$ cat src/rtl/reg_file_pkg.sv
// Shared constants for the datapath register bank and its users.
package reg_file_pkg;

  localparam int unsigned BYTE          = 8;
  localparam int unsigned DEFAULT_WIDTH = 32;
  localparam int unsigned DEFAULT_DEPTH = 16;

  // Bank-select codes used by datapath blocks that front several reg_file instances.
  typedef enum logic [1:0] {
    BankGpr     = 2'd0,
    BankFpr     = 2'd1,
    BankCsr     = 2'd2,
    BankScratch = 2'd3
  } bank_sel_e;

  function automatic int unsigned num_bytes(int unsigned width);
    return width / BYTE;
  endfunction

endpackage

$ cat src/rtl/reg_file_if.sv
// Write/read bus of the register bank; master drives addresses and write data.
interface reg_file_if
  import reg_file_pkg::*;
#(
  parameter int unsigned WIDTH = DEFAULT_WIDTH,
  parameter int unsigned DEPTH = DEFAULT_DEPTH
);
  localparam int unsigned AW = $clog2(DEPTH);

  logic                   clr;
  logic                   we;
  logic [AW-1:0]          waddr;
  logic [WIDTH/BYTE-1:0]  wbe;
  logic [WIDTH-1:0]       wdata;
  logic [AW-1:0]          raddr_a;
  logic [WIDTH-1:0]       rdata_a;
  logic                   rvld_a;
  logic [AW-1:0]          raddr_b;
  logic [WIDTH-1:0]       rdata_b;
  logic                   rvld_b;
  logic [DEPTH-1:0]       written;

  modport master (
    output clr, we, waddr, wbe, wdata, raddr_a, raddr_b,
    input  rdata_a, rvld_a, rdata_b, rvld_b, written
  );

  modport slave (
    input  clr, we, waddr, wbe, wdata, raddr_a, raddr_b,
    output rdata_a, rvld_a, rdata_b, rvld_b, written
  );

endinterface

$ cat src/rtl/be_reg.sv
// Single byte-enabled load register with async active-low reset and sync clear.
module be_reg
  import reg_file_pkg::*;
#(
  parameter int unsigned WIDTH = DEFAULT_WIDTH
) (
  input  logic                  clk,
  input  logic                  rst_n,
  input  logic                  clr,
  input  logic                  ld,
  input  logic [WIDTH/BYTE-1:0] be,
  input  logic [WIDTH-1:0]      d,
  output logic [WIDTH-1:0]      q
);
  localparam int unsigned NB = num_bytes(WIDTH);

  logic [WIDTH-1:0] data_d, data_q;

  // Clear wins over a load in the same cycle.
  always_comb begin
    data_d = data_q;
    if (clr) begin
      data_d = '0;
    end else if (ld) begin
      for (int unsigned i = 0; i < NB; i++) begin
        if (be[i]) data_d[i*BYTE +: BYTE] = d[i*BYTE +: BYTE];
      end
    end
  end

  always_ff @(posedge clk or negedge rst_n) begin
    if (!rst_n) data_q <= '0;
    else        data_q <= data_d;
  end

  assign q = data_q;

endmodule

$ cat src/rtl/reg_file.sv
// Register bank: byte-enabled write port, two combinational read ports with
// optional write bypass, optional hardwired-zero entry 0 and per-entry written flags.
module reg_file
  import reg_file_pkg::*;
#(
  parameter int unsigned WIDTH   = DEFAULT_WIDTH,
  parameter int unsigned DEPTH   = DEFAULT_DEPTH,
  parameter bit          ZERO_R0 = 1'b1,
  parameter bit          BYPASS  = 1'b1
) (
  input logic       clk,
  input logic       rst_n,
  reg_file_if.slave bus
);
  localparam int unsigned AW = $clog2(DEPTH);
  localparam int unsigned NB = num_bytes(WIDTH);

  logic [DEPTH-1:0][WIDTH-1:0] mem;
  logic [DEPTH-1:0]            written_d, written_q;
  logic                        wr_ok;
  logic                        byp_ok;
  logic                        hit_a, hit_b;
  logic [WIDTH-1:0]            wmerge;

  // A write counts only if it touches at least one byte of a real entry.
  assign wr_ok  = bus.we && (|bus.wbe) && !(ZERO_R0 && (bus.waddr == '0));
  assign byp_ok = BYPASS && rst_n && !bus.clr && wr_ok;

  for (genvar i = 0; i < DEPTH; i++) begin : gen_entry
    if (ZERO_R0 && (i == 0)) begin : g_zero
      assign mem[i] = '0;
    end else begin : g_reg
      be_reg #(
        .WIDTH (WIDTH)
      ) u_entry (
        .clk   (clk),
        .rst_n (rst_n),
        .clr   (bus.clr),
        .ld    (wr_ok && (bus.waddr == AW'(i))),
        .be    (bus.wbe),
        .d     (bus.wdata),
        .q     (mem[i])
      );
    end
  end

  always_comb begin
    written_d = written_q;
    if (bus.clr) begin
      written_d = '0;
    end else if (wr_ok) begin
      written_d[bus.waddr] = 1'b1;
    end
  end

  always_ff @(posedge clk or negedge rst_n) begin
    if (!rst_n) written_q <= '0;
    else        written_q <= written_d;
  end

  assign bus.written = written_q;

  // Both read ports share one merge of the entry being written.
  always_comb begin
    wmerge = mem[bus.waddr];
    for (int unsigned i = 0; i < NB; i++) begin
      if (bus.wbe[i]) wmerge[i*BYTE +: BYTE] = bus.wdata[i*BYTE +: BYTE];
    end
  end

  always_comb begin
    hit_a       = byp_ok && (bus.raddr_a == bus.waddr);
    hit_b       = byp_ok && (bus.raddr_b == bus.waddr);
    bus.rdata_a = hit_a ? wmerge : mem[bus.raddr_a];
    bus.rdata_b = hit_b ? wmerge : mem[bus.raddr_b];
    bus.rvld_a  = hit_a || written_q[bus.raddr_a];
    bus.rvld_b  = hit_b || written_q[bus.raddr_b];
  end

endmodule

$ cat src/flat_wrapper.sv
// flat-port wrapper written by rule: the top's interface ports become plain ports
module reg_file_flat import reg_file_pkg::*;
#(
  parameter int unsigned WIDTH   = DEFAULT_WIDTH,
  parameter int unsigned DEPTH   = DEFAULT_DEPTH,
  parameter bit          ZERO_R0 = 1'b1,
  parameter bit          BYPASS  = 1'b1
)
  (clk, rst_n, bus_clr, bus_we, bus_waddr, bus_wbe, bus_wdata, bus_raddr_a, bus_raddr_b, bus_rdata_a, bus_rvld_a, bus_rdata_b, bus_rvld_b, bus_written);
  reg_file_if #(.WIDTH(WIDTH), .DEPTH(DEPTH)) bus_i ();
  input logic clk;
  input logic rst_n;
  input wire logic [$bits(bus_i.clr)-1:0] bus_clr;
  input wire logic [$bits(bus_i.we)-1:0] bus_we;
  input wire logic [$bits(bus_i.waddr)-1:0] bus_waddr;
  input wire logic [$bits(bus_i.wbe)-1:0] bus_wbe;
  input wire logic [$bits(bus_i.wdata)-1:0] bus_wdata;
  input wire logic [$bits(bus_i.raddr_a)-1:0] bus_raddr_a;
  input wire logic [$bits(bus_i.raddr_b)-1:0] bus_raddr_b;
  output wire logic [$bits(bus_i.rdata_a)-1:0] bus_rdata_a;
  output wire logic [$bits(bus_i.rvld_a)-1:0] bus_rvld_a;
  output wire logic [$bits(bus_i.rdata_b)-1:0] bus_rdata_b;
  output wire logic [$bits(bus_i.rvld_b)-1:0] bus_rvld_b;
  output wire logic [$bits(bus_i.written)-1:0] bus_written;
  assign bus_i.clr = bus_clr;
  assign bus_i.we = bus_we;
  assign bus_i.waddr = bus_waddr;
  assign bus_i.wbe = bus_wbe;
  assign bus_i.wdata = bus_wdata;
  assign bus_i.raddr_a = bus_raddr_a;
  assign bus_i.raddr_b = bus_raddr_b;
  assign bus_rdata_a = bus_i.rdata_a;
  assign bus_rvld_a = bus_i.rvld_a;
  assign bus_rdata_b = bus_i.rdata_b;
  assign bus_rvld_b = bus_i.rvld_b;
  assign bus_written = bus_i.written;
  reg_file #(.WIDTH(WIDTH), .DEPTH(DEPTH), .ZERO_R0(ZERO_R0), .BYPASS(BYPASS)) u_core (.clk(clk), .rst_n(rst_n), .bus(bus_i));
endmodule
$ cat config.mk
export PLATFORM = sky130hd
export DESIGN_NAME = reg_file_flat
export DESIGN_NICKNAME = d
export VERILOG_FILES = /design/src/rtl/reg_file_pkg.sv /design/src/rtl/reg_file_if.sv /design/src/rtl/be_reg.sv /design/src/rtl/reg_file.sv /design/src/flat_wrapper.sv
export SDC_FILE = /design/constraint.sdc
export NUM_CORES = 1
export LEC_CHECK = 0
export CORE_MARGIN = 5
export CORE_UTILIZATION = 33
export DETAILED_ROUTE_END_ITERATION = 12
export PLACE_DENSITY_LB_ADDON = 0.1
export RECOVER_POWER = 100
export REMOVE_ABC_BUFFERS = 1
export SYNTH_ARGS = -nofsm -noshare
export SYNTH_HDL_FRONTEND = slang
export SYNTH_SLANG_ARGS = --single-unit
$ cat constraint.sdc
create_clock -name clk -period 5.16 [get_ports clk]
set_clock_uncertainty 0.1 [all_clocks]
set_input_delay 1.032 -clock clk [delete_from_list [all_inputs] [get_ports clk]]
set_output_delay 1.032 -clock clk [all_outputs]
set_load 0.02 [all_outputs]
==> impl_results.md, run 1 <==
* Status: finished, violations left
* Failing checks: max-capacitance violations, max-slew violations
* Antenna Violating Nets Remaining at 0
* Endpoints failing setup at 0
* Crit-path max FO at 23
* RSZ-0062 raised after global routing: no
* Max Transition Viols Final at 474
* Final WL at between 100000 and 150000 µm
* Vias in the first global route at 26400
* Total gr overflow at 0
* R2R setup slack at 4140 ps
* Initial antenna violation count at 4
* Worst vdd rail ir drop at roughly 0.00026 V
* Fin Setup TNS at 0 ps
* CTS clock-pin slew for the worst setup and hold paths at 60 ps
* Yosys reg bits at approximately 500
* Clock root cell: clkbuf_16
* Worst Path Arrival at about 3900 ps
* Routed len/inst at 28.5 µm
* PortBufs at 133
* Via count at 25900
* Total Nets Final at 3165
* Die area at roughly 100000 µm²
* Largest net degree at the start of global routing at between 80 and 90
* Reg2reg end: u_core.bus.written[7]$_DFFE_PN0P_
* Worst slew margin at -41.6%
* Share of the synthesized area in the top cell type at about two fifths
* HP Class: reg2reg
* Drt first pass iters at 6
* Post-synth EDFFs at 0
* Kind of critical path: in2out
* Chip Width at between 300 and 400 µm
* Netlist cell types at 50
* Period utilization at 97.3%
* Post-Syn Instances at approximately 3000
* # Max-Cap Violations at 18
* Effective utilization at floorplan at 33.3%
* Cell Pwr Density at 307 nW/µm²
* Post CTS Setup Buffer Count at 0
* # DRC at 0
* Max H-tree Level at 2
* CTS tree: done
* Ys flop type: dfrtp_1
* Core area at 93300 µm²
* Via density at 5.89
* Crit path from: bus_raddr_a[2]
* # rows at between 100 and 150
* Worst r2r src: u_core.bus.written[7]$_DFFE_PN0P_
* Hold Fails Final Rpt at 0
* Syn-to-layout area delta at 16.5%
* First-pass GRT wire length at 185000 µm
* R2R depth at 2
* Lkg Pwr at 0.0149 µW
* Kind of end point of the critical path: output pin
* Final HPWL DP at ~82000 µm
* Slew @ Worst Pin at 2120 ps
* Post-layout util at between 30% and 40%
* Worst Path Required at roughly 4000 ps
* Synthesis Warnings at 0
* Syn avg cell area at 10.2 µm²
* Clock Path Buffers at 3
* Drt initial violations at approximately 2300
* Fin crit period at roughly 5000 ps
* Top-count cell post-synth: nand2_1
* Netlist Area Pre-Place at approximately 31000 µm²
* Placer Congestion at 0.855
* Io pins at 134
* Filler instances at 9259
* Synth area leaders: dfrtp_1 (40%), mux4_2 (16%), o21ai_0 (8.6%)
* Area leader, netlist: dfrtp_1
* Synth top cells by count: nand2_1 (596), o21ai_0 (531), dfrtp_1 (496)
* Share of cells above drive strength 1 at 21.9%
* Sink Count at 496
* Die height at roughly 320 µm
* Critical Path Source Type: primary input
* Hold buffer count at CTS at 0
* Seq/Total Area, Yosys at about two fifths
* Number of CTS-inserted buffers at 61
* Max Freq at 199 MHz
* Crit path to: bus_rdata_a[21]
* Tot GR Track Use at 24.8%
* Setup ws final at 138 ps
* Post-place setup slack at 24.5 ps
* Ys async rst share at 100%
* Clk_lat worst skew at 630 ps
* Pwr Total at around 11000 µW
-- final cells by class --
type	instances	area [µm²]	area share [%]
well taps	1254	1570	4.34
repair buffers	300	2880	7.95
clock buffers	91	1810	5.01
diodes	1	2.50	0.00692
clock inverters	12	141	0.391
flip-flops and latches	496	12400	34.3
multi-input cells	2244	17300	47.9
inverters	10	37.5	0.104
-- registers in the layout (all words and copies together) (netlist names) --
| name | cells |
|---|---|
| u_core.bus.written | 16 |
| u_core.gen_entry.g_reg.u_entry.q | 480 |
-- what timing repair did --
action                                  4_1_cts  5_1_grt
endpoints found under the setup margin        0       10
endpoints found under the hold margin         0        0
gates resized for setup                       0        1
-- layout by cell type (no fill, tap or decap), drive strengths merged, types with 51 or more instances in the layout --
cell             n
nand2          596
o21ai          533
dfrtp          496
mux4           226
buf            159
mux2i          153
mux2           151
a21oi          146
clkbuf         113
a22oi           76
o221ai          64
nand3           64
dlygate4sd3     61
clkdlybuf4s50   58
nor2            51
-- critical path, cell delays in order --
cell	delay, ps
buf_4	130
nor2b_4	1000
clkbuf_2	490
a21oi_1	130
o221ai_1	160
nand3_1	150
o31ai_2	80
dlygate4sd3_1	700
-- power by group --
group          leakage (µW)  switching [µW]  total, µW  internal, µW
logic               0.00751            1330       2290           969
registers           0.00647             314       4510          4200
clock network      0.000962            1750       4290          2540
-- worst min-delay path by stage --
stage / start / endpoint / slack [ps] / cells after the start
2_1_floorplan: u_core.gen_entry[3].g_reg.u_entry.q[0]$_DFFE_PN0P_ / u_core.gen_entry[3].g_reg.u_entry.q[0]$_DFFE_PN0P_ / 380 / 2
3_3_place_gp: u_core.gen_entry[3].g_reg.u_entry.q[20]$_DFFE_PN0P_ / u_core.gen_entry[3].g_reg.u_entry.q[20]$_DFFE_PN0P_ / 390 / 2
3_5_place_dp: u_core.gen_entry[14].g_reg.u_entry.q[9]$_DFFE_PN0P_ / u_core.gen_entry[14].g_reg.u_entry.q[9]$_DFFE_PN0P_ / 410 / 2
4_1_cts: u_core.gen_entry[14].g_reg.u_entry.q[9]$_DFFE_PN0P_ / u_core.gen_entry[14].g_reg.u_entry.q[9]$_DFFE_PN0P_ / 420 / 2
5_1_grt: u_core.gen_entry[15].g_reg.u_entry.q[9]$_DFFE_PN0P_ / u_core.gen_entry[15].g_reg.u_entry.q[9]$_DFFE_PN0P_ / 450 / 2
6_report: u_core.gen_entry[14].g_reg.u_entry.q[12]$_DFFE_PN0P_ / u_core.gen_entry[14].g_reg.u_entry.q[12]$_DFFE_PN0P_ / 420 / 2
-- cell families (layout without fill, tap and decap cells) --
logic type / Yosys count / in the layout / share of synthesized area [%]
muxes: 530 / 530 / 26.8
AOI/OAI and AO/OA: 935 / 935 / 18.2
other: 0 / 1 / 0
DFF: 496 / 496 / 40.0
xor gates and xnor gates: 8 / 8 / 0.226
buffers and inverters: 298 / 413 / 4.58
and+or+nand+nor: 771 / 771 / 10.2
-- metrics by stage --
stage               instance area (µm²)  std cells  hold slack [ps]
CTS                               36300       4407              422
detailed placement                34300       4304              409
floorplan                         29700       2750              376
finish                            36200       4408              421
global placement                  34300       4304              393
global route                      36200       4407              446
-- routing by layer --
metal	share of wire, %	GRT usage [%]	wire [µm]	vias up
met5	0	0	0	-
met3	6.6	4.31	8280	225
met2	45	39.2	57000	1004
met1	44	34.9	55700	13200
li1	-	-	-	11500
met4	3.7	7.87	4700	0
No activity file was read; power rests on OpenSTA's default activity.
==> run 2, diff against run 1 <==
clock period = 6 ns   (was 5.16 ns; I/O delays follow)
==> run 2 against run 1 <==
The run still ends with max-capacitance violations, max-slew violations left; die area unchanged; flip-flop and latch count did not move; first-iteration DRC count increased by 13%; combinational power decreased by 14%; utilization decreased by 0.41 points; clock power is 17% lower; cell count decreased by 0.86%; non-clock buffer count is 41 lower; register-to-register slack improved by 750 ps; global-route usage increased by 0.23 points; critical path depth shrank 1; via count decreased by 0.13%; largest power group unchanged.
==> impl_results.md, run 2 (synthesis results as in run 1) <==
* Status: finished, violations left (unchanged)
* Failing checks: max-capacitance violations, max-slew violations (unchanged)
* Clock root cell: clkbuf_16 (unchanged)
* Reg2reg end: u_core.bus.written[12]$_DFFE_PN0P_ (was u_core.bus.written[7]$_DFFE_PN0P_)
* Switching share of power at 30.9% (was 30.6%)
* Io pins at 134 (unchanged)
* Hold_ws at 417 ps (was 421 ps)
* Endpoints failing setup at 0 (unchanged)
* Via density at 5.93 (was 5.89)
* Max Freq at approximately 170 MHz
* Tot GR Track Use at 25.0% (was 24.8%)
* Setup ws final at 193 ps (was 138 ps)
* Routed len/inst at 29.0 µm (was 28.5 µm)
* Fin Setup TNS at 0 ps (unchanged)
* Max reg flops at 480 (unchanged)
* Sw Pwr at 2910 µW (was 3390 µW)
* Sink Count at 496 (unchanged)
* Slew @ Worst Pin at 2460 ps (was 2120 ps)
* Antenna diodes at 0 (was 1)
* Post-place setup slack at 298 ps (was 24.5 ps)
* Syn-to-layout area delta at 15.3% (was 16.5%)
* Antenna Violating Nets Remaining at 0 (unchanged)
* Via count at 25900 (about the same)
* Die height at 317 µm (unchanged)
* CTS tree: done (unchanged)
* Chip Width at 317 µm (unchanged)
* CTS clock-pin slew for the worst setup and hold paths at 50 ps (was 60 ps)
* Logic gate share of total power at 20.9% (was 20.7%)
* Placer Congestion at 0.822 (was 0.855)
* R2R depth at 2 (unchanged)
* Fin crit period at 5810 ps
* # rows at 112 (unchanged)
* Worst Path Arrival at 4510 ps (was 3890 ps)
* Post-CTS Resized at 0 (unchanged)
* Worst Path Required at 4700 ps (was 4030 ps)
* Total gr overflow at 0 (unchanged)
* Worst slew margin at -64.1% (was -41.6%)
* # DRC at 0 (unchanged)
* Kind of critical path: in2out (unchanged)
* Initial antenna violation count at 3 (was 4)
* Largest net degree at the start of global routing at 178 (was 86)
* Post CTS Setup Buffer Count at 0 (unchanged)
* Pwr Total at 9400 µW (was 11100 µW)
* Clock Path Buffers at 3 (unchanged)
* Number of CTS-inserted buffers at 60 (was 61)
* Drt first pass iters at 6 (unchanged)
* FF+latch area at 12400 µm² (unchanged)
* Kind of end point of the critical path: output pin (unchanged)
* Lkg Pwr at 0.0147 µW (was 0.0149 µW)
* Worst vdd rail ir drop at 0.000223 V (was 0.000256 V)
* Max Transition Viols Final at 279 (was 474)
* Crit-path max FO at 22 (was 23)
* Crit path from: bus_wbe[0] (was bus_raddr_a[2])
* Clk_lat worst skew at 620 ps (was 630 ps)
* Final HPWL DP at 80700 µm (was 82100 µm)
* Effective utilization at floorplan at 33.3% (unchanged)
* Period utilization at 96.8%
* R2R setup slack at 4890 ps (was 4140 ps)
* Filler instances at 9215 (was 9259)
* Post-layout util at 38.3% (was 38.7%)
* Die area at 100000 µm² (unchanged)
* Footprint of the multi-input gates at 17400 µm² (was 17300 µm²)
* HP Class: reg2reg (unchanged)
* Max H-tree Level at 2 (unchanged)
* Hold path start: u_core.gen_entry[9].g_reg.u_entry.q[18]$_DFFE_PN0P_ (was u_core.gen_entry[14].g_reg.u_entry.q[12]$_DFFE_PN0P_)
* Hold buffer count at CTS at 0 (unchanged)
* First-pass GRT wire length at 186000 µm (was 185000 µm)
* Vias in the first global route at 26600 (was 26400)
* RSZ-0062 raised after global routing: no (unchanged)
* Hold Fails Final Rpt at 0 (unchanged)
* Crit path to: bus_rdata_b[9] (was bus_rdata_a[21])
* # Max-Cap Violations at 8 (was 18)
* Most common cell after layout, fill and taps aside: nand2_1 (unchanged)
* Share of cells above drive strength 1 at 21.5% (was 21.9%)
* Flop pwr share at 41.3% (was 40.7%)
* Cell Pwr Density at 263 nW/µm² (was 307 nW/µm²)
* Final WL at 127000 µm (was 126000 µm)
* Commonest non-fill, non-tap cells in the layout: nand2_1 (592), o21ai_0 (531), dfrtp_1 (496) (unchanged)
* Total Nets Final at 3123 (was 3165)
* Worst r2r src: u_core.bus.written[12]$_DFFE_PN0P_ (was u_core.bus.written[7]$_DFFE_PN0P_)
* PortBufs at 133 (unchanged)
* Critical Path Source Type: primary input (unchanged)
* Pint at 6500 µW (was 7700 µW)
* Clk pwr share at 37.8% (was 38.7%)
* Core area at 93300 µm² (unchanged)
* Drt initial violations at 2581 (was 2280)
[run 2: changes by cell type in the layout (fill, tap and decap cells not counted), moves of 3 or more]
cell       previous run  this run
bufinv_16             3         0
a21oi_1             141       124
a31oi_2               0         6
clkbuf_1             26        32
a31oi_1              12         6
buf_12               29        22
a21oi_2               5        22
buf_4               124        93
clkbuf_8             13        18
clkbuf_4              4         1
[run 2: worst min-delay path by stage]
| stage | to | depth (start not counted) |
|---|---|---|
| after detailed placement | u_core.gen_entry[9].g_reg.u_entry.q[3]$_DFFE_PN0P_ | 2 |
| after global placement | u_core.gen_entry[15].g_reg.u_entry.q[12]$_DFFE_PN0P_ | 2 |
| after CTS | u_core.gen_entry[9].g_reg.u_entry.q[3]$_DFFE_PN0P_ | 2 |
| after global routing | u_core.gen_entry[1].g_reg.u_entry.q[26]$_DFFE_PN0P_ | 2 |
| final | u_core.gen_entry[9].g_reg.u_entry.q[18]$_DFFE_PN0P_ | 2 |
| after floorplan | u_core.gen_entry[3].g_reg.u_entry.q[0]$_DFFE_PN0P_ | 2 |
[run 2: area by class of cell]
class / instances / share of cell area, %
Sequential cell: 496 / 34.7
Timing Repair Buffer: 259 / 6.91
Clock buffer: 98 / 5.16
Multi-Input combinational cell: 2244 / 48.6
Tap cell: 1254 / 4.39
Clock inverter: 9 / 0.126
Inverter: 10 / 0.105
[run 2: power groups by stage]
stage / clock, µW / combinational, µW / sequential, µW
after floorplan: 0 / 1060 / 3840
after global placement: 0 / 1970 / 3910
after detailed placement: 0 / 1990 / 3930
after CTS: 3640 / 2000 / 3870
after global routing: 3760 / 2120 / 3910
final: 3560 / 1970 / 3880
[run 2: routing by layer]
| layer | vias up | routed length, µm | share of wire, % | track usage, % |
|---|---|---|---|---|
| met3 | 228 | 9360 | 7.4 | 5.56 |
| met4 | 2 | 4710 | 3.7 | 8.27 |
| met1 | 13300 | 55500 | 44 | 34.6 |
| met2 | 1021 | 57200 | 45 | 39.2 |
| li1 | 11400 | - | - | - |
| met5 | - | 7 | 0.0055 | 0 |
[run 2: worst max-delay path, stage by stage]
cell and delay (ps):
dlygate4sd3_1 820, o41ai_1 190, a2111oi_2 490, nand2_4 440, buf_4 380, o31ai_1 240
dlygate4sd3_1 710
[run 2: stage by stage]
step	instances	cell area, µm²
5_1_grt	4370	35800
2_1_floorplan	2750	29700
4_1_cts	4370	35900
3_3_place_gp	4263	34000
6_report	4370	35800
3_5_place_dp	4263	34000
==> run 3, diff against run 2 <==
CAP_MARGIN = 25   (was default)
CTS_CLUSTER_SIZE = 25   (was default)
==> run 3 against run 2 <==
Cell area rose by 0.55%; first-iteration DRC count rose by 3.6%; clock power up 5%; highest routed layer is now met4; global-route usage about the same; fmax rose by 0.27%; critical path depth is 2 higher; wire length about the same; critical path type unchanged; sequential power is essentially flat; the run still ends with max-capacitance violations, max-slew violations left.
==> impl_results.md, run 3 (synthesis results as in run 1) <==
* Total Nets Final at 3132 (was 3123)
* Via density at 5.93 (about the same)
* Share of cells above drive strength 1 at 22.0% (was 21.5%)
* Io pins at 134 (unchanged)
* Failing checks: max-capacitance violations, max-slew violations (unchanged)
* Placer Congestion at 0.822 (unchanged)
* Fin crit period at 5790 ps (was 5810 ps)
* Hold Fails Final Rpt at 0 (unchanged)
* Worst Path Required at 4700 ps (about the same)
* Kind of end point of the critical path: output pin (unchanged)
* Tot GR Track Use at 25.0% (about the same)
* Cell Pwr Density at 267 nW/µm² (was 263 nW/µm²)
* Routed len/inst at 28.9 µm (was 29.0 µm)
* Via count at 26000 (was 25900)
* Vias in the first global route at 26700 (was 26600)
* Fin Setup TNS at 0 ps (unchanged)
* Clk_lat worst skew at 620 ps (about the same)
* Hold_ws at 422 ps (was 417 ps)
* Period utilization at 96.5% (was 96.8%)
* First-pass GRT wire length at 186000 µm (about the same)
* Total gr overflow at 0 (unchanged)
* Core area at 93300 µm² (unchanged)
* Final WL at 127000 µm (about the same)
* Slowest cell on crit path: clkdlybuf4s50_1 (was dlygate4sd3_1)
* Status: finished, violations left (unchanged)
* Critical Path Source Type: primary input (unchanged)
* HP Class: reg2reg (unchanged)
* Die height at 317 µm (unchanged)
* Post CTS Setup Buffer Count at 0 (unchanged)
* Drt first pass iters at 6 (unchanged)
* Clock Path Buffers at 3 (unchanged)
* Antenna Violating Nets Remaining at 0 (unchanged)
* Hold buffer count at CTS at 0 (unchanged)
* RSZ-0062 raised after global routing: no (unchanged)
* Filler instances at 9236 (was 9215)
* Lkg Pwr at 0.0148 µW (was 0.0147 µW)
* Largest net degree at the start of global routing at 178 (unchanged)
* PortBufs at 133 (unchanged)
* # DRC at 0 (unchanged)
* CP Buf/Inv Count at 4 (was 3)
* Most common cell after layout, fill and taps aside: nand2_1 (unchanged)
* Final HPWL DP at 81300 µm (was 80700 µm)
* Worst slew margin at -55.9% (was -64.1%)
* Worst vdd rail ir drop at 0.000234 V (was 0.000223 V)
* Pwr Total at 9590 µW (was 9400 µW)
* Effective utilization at floorplan at 33.3% (unchanged)
* Finished Cell Area at 36000 µm² (was 35800 µm²)
* Placed cell areas at 34100 µm² (was 34000 µm²)
* Number of CTS-inserted buffers at 59 (was 60)
* Commonest non-fill, non-tap cells in the layout: nand2_1 (592), o21ai_0 (531), dfrtp_1 (496) (unchanged)
* # rows at 112 (unchanged)
* Max reg flops at 480 (unchanged)
* Initial antenna violation count at 2 (was 3)
* Post-CTS Resized at 0 (unchanged)
* # Max-Cap Violations at 8 (unchanged)
* Chip Width at 317 µm (unchanged)
* Max Freq at 173 MHz (was 172 MHz)
* Most frequent CP cell: clkbuf_2 (was dlygate4sd3_1)
* Clock root cell: clkbuf_16 (unchanged)
* CP max stage delay at 660 ps (was 820 ps)
* Max Transition Viols Final at 279 (unchanged)
* Drt initial violations at 2675 (was 2581)
* Crit-path cells: buf_4 > clkbuf_2 > nor4bb_4 > clkbuf_2 > a21oi_1 > o21ai_0 > a221oi_2 > o31ai_1 > clkdlybuf4s50_1 (was dlygate4sd3_1 > o41ai_1 > a2111oi_2 > nand2_4 > buf_4 > o31ai_1 > dlygate4sd3_1)
* Max H-tree Level at 2 (unchanged)
* CTS clock-pin slew for the worst setup and hold paths at 60 ps (was 50 ps)
* Syn-to-layout area delta at 15.9% (was 15.3%)
* Kind of critical path: in2out (unchanged)
* Endpoints failing setup at 0 (unchanged)
* CTS tree: done (unchanged)
* Worst Path Arrival at 4490 ps (was 4510 ps)
* Die area at 100000 µm² (unchanged)
* Critical path's top delay family: buffers and inverters (unchanged)
* Slew @ Worst Pin at 2340 ps (was 2460 ps)
* Sink Count at 496 (unchanged)
* Crit-path max FO at 24 (was 22)
run 3: where the power goes:
group	switching, µW	internal (µW)	leakage (µW)
combinational	1150	821	0.00735
sequential	272	3610	0.00647
clock	1510	2230	0.000991
total	2930	6660	0.0148
run 3: path summary, 6_finish.rpt:
path | startpoint | end | slack [ps] | cells after the start
min in group asynchronous | rst_n | u_core.gen_entry[14].g_reg.u_entry.q[14]$_DFFE_PN0P_ | 1620 | 2
max in group asynchronous | rst_n | u_core.gen_entry[1].g_reg.u_entry.q[21]$_DFFE_PN0P_ | 1090 | 5
min | u_core.gen_entry[9].g_reg.u_entry.q[18]$_DFFE_PN0P_ | u_core.gen_entry[9].g_reg.u_entry.q[18]$_DFFE_PN0P_ | 420 | 2
max reg2reg | u_core.bus.written[12]$_DFFE_PN0P_ | u_core.bus.written[12]$_DFFE_PN0P_ | 4900 | 2
max | bus_waddr[1] | bus_rdata_b[23] | 210 | 9
min reg2reg | u_core.gen_entry[9].g_reg.u_entry.q[18]$_DFFE_PN0P_ | u_core.gen_entry[9].g_reg.u_entry.q[18]$_DFFE_PN0P_ | 420 | 2
run 3: metal layers:
metal / vias to the layer above / part of all wire (%) / global-route usage [%]
li1: 11400 / - / -
met1: 13400 / 44 / 34.6
met2: 1016 / 46 / 39.9
met3: 210 / 6.9 / 4.89
met4: 0 / 3.3 / 7.78
met5: - / 0 / 0
run 3: layout make-up:
type                       count  area (µm²)  area share, %
multi-input combinational   2244       17400           48.3
antenna                        2        5.00         0.0139
clock buffer                  93        1820           5.05
sequential                   496       12400           34.5
inverter                      10        37.5          0.104
tap                         1254        1570           4.36
timing repair buffer         269        2560           7.12
clock inverter                15         175          0.487
run 3: worst reg2reg max path: stages (launching register included):
cell     delay, ps
dfrtp_1        550
a21oi_1        200
nor2_1          50
run 3: through the flow:
step | utilization [%] | cells | setup WS, ps
5_1_grt | 38.5 | 4381 | 95.6
3_5_place_dp | 36.5 | 4268 | 309
4_1_cts | 38.6 | 4376 | 308
3_3_place_gp | 36.4 | 4263 | 336
2_1_floorplan | - | 2750 | 997
6_report | 38.5 | 4383 | 208
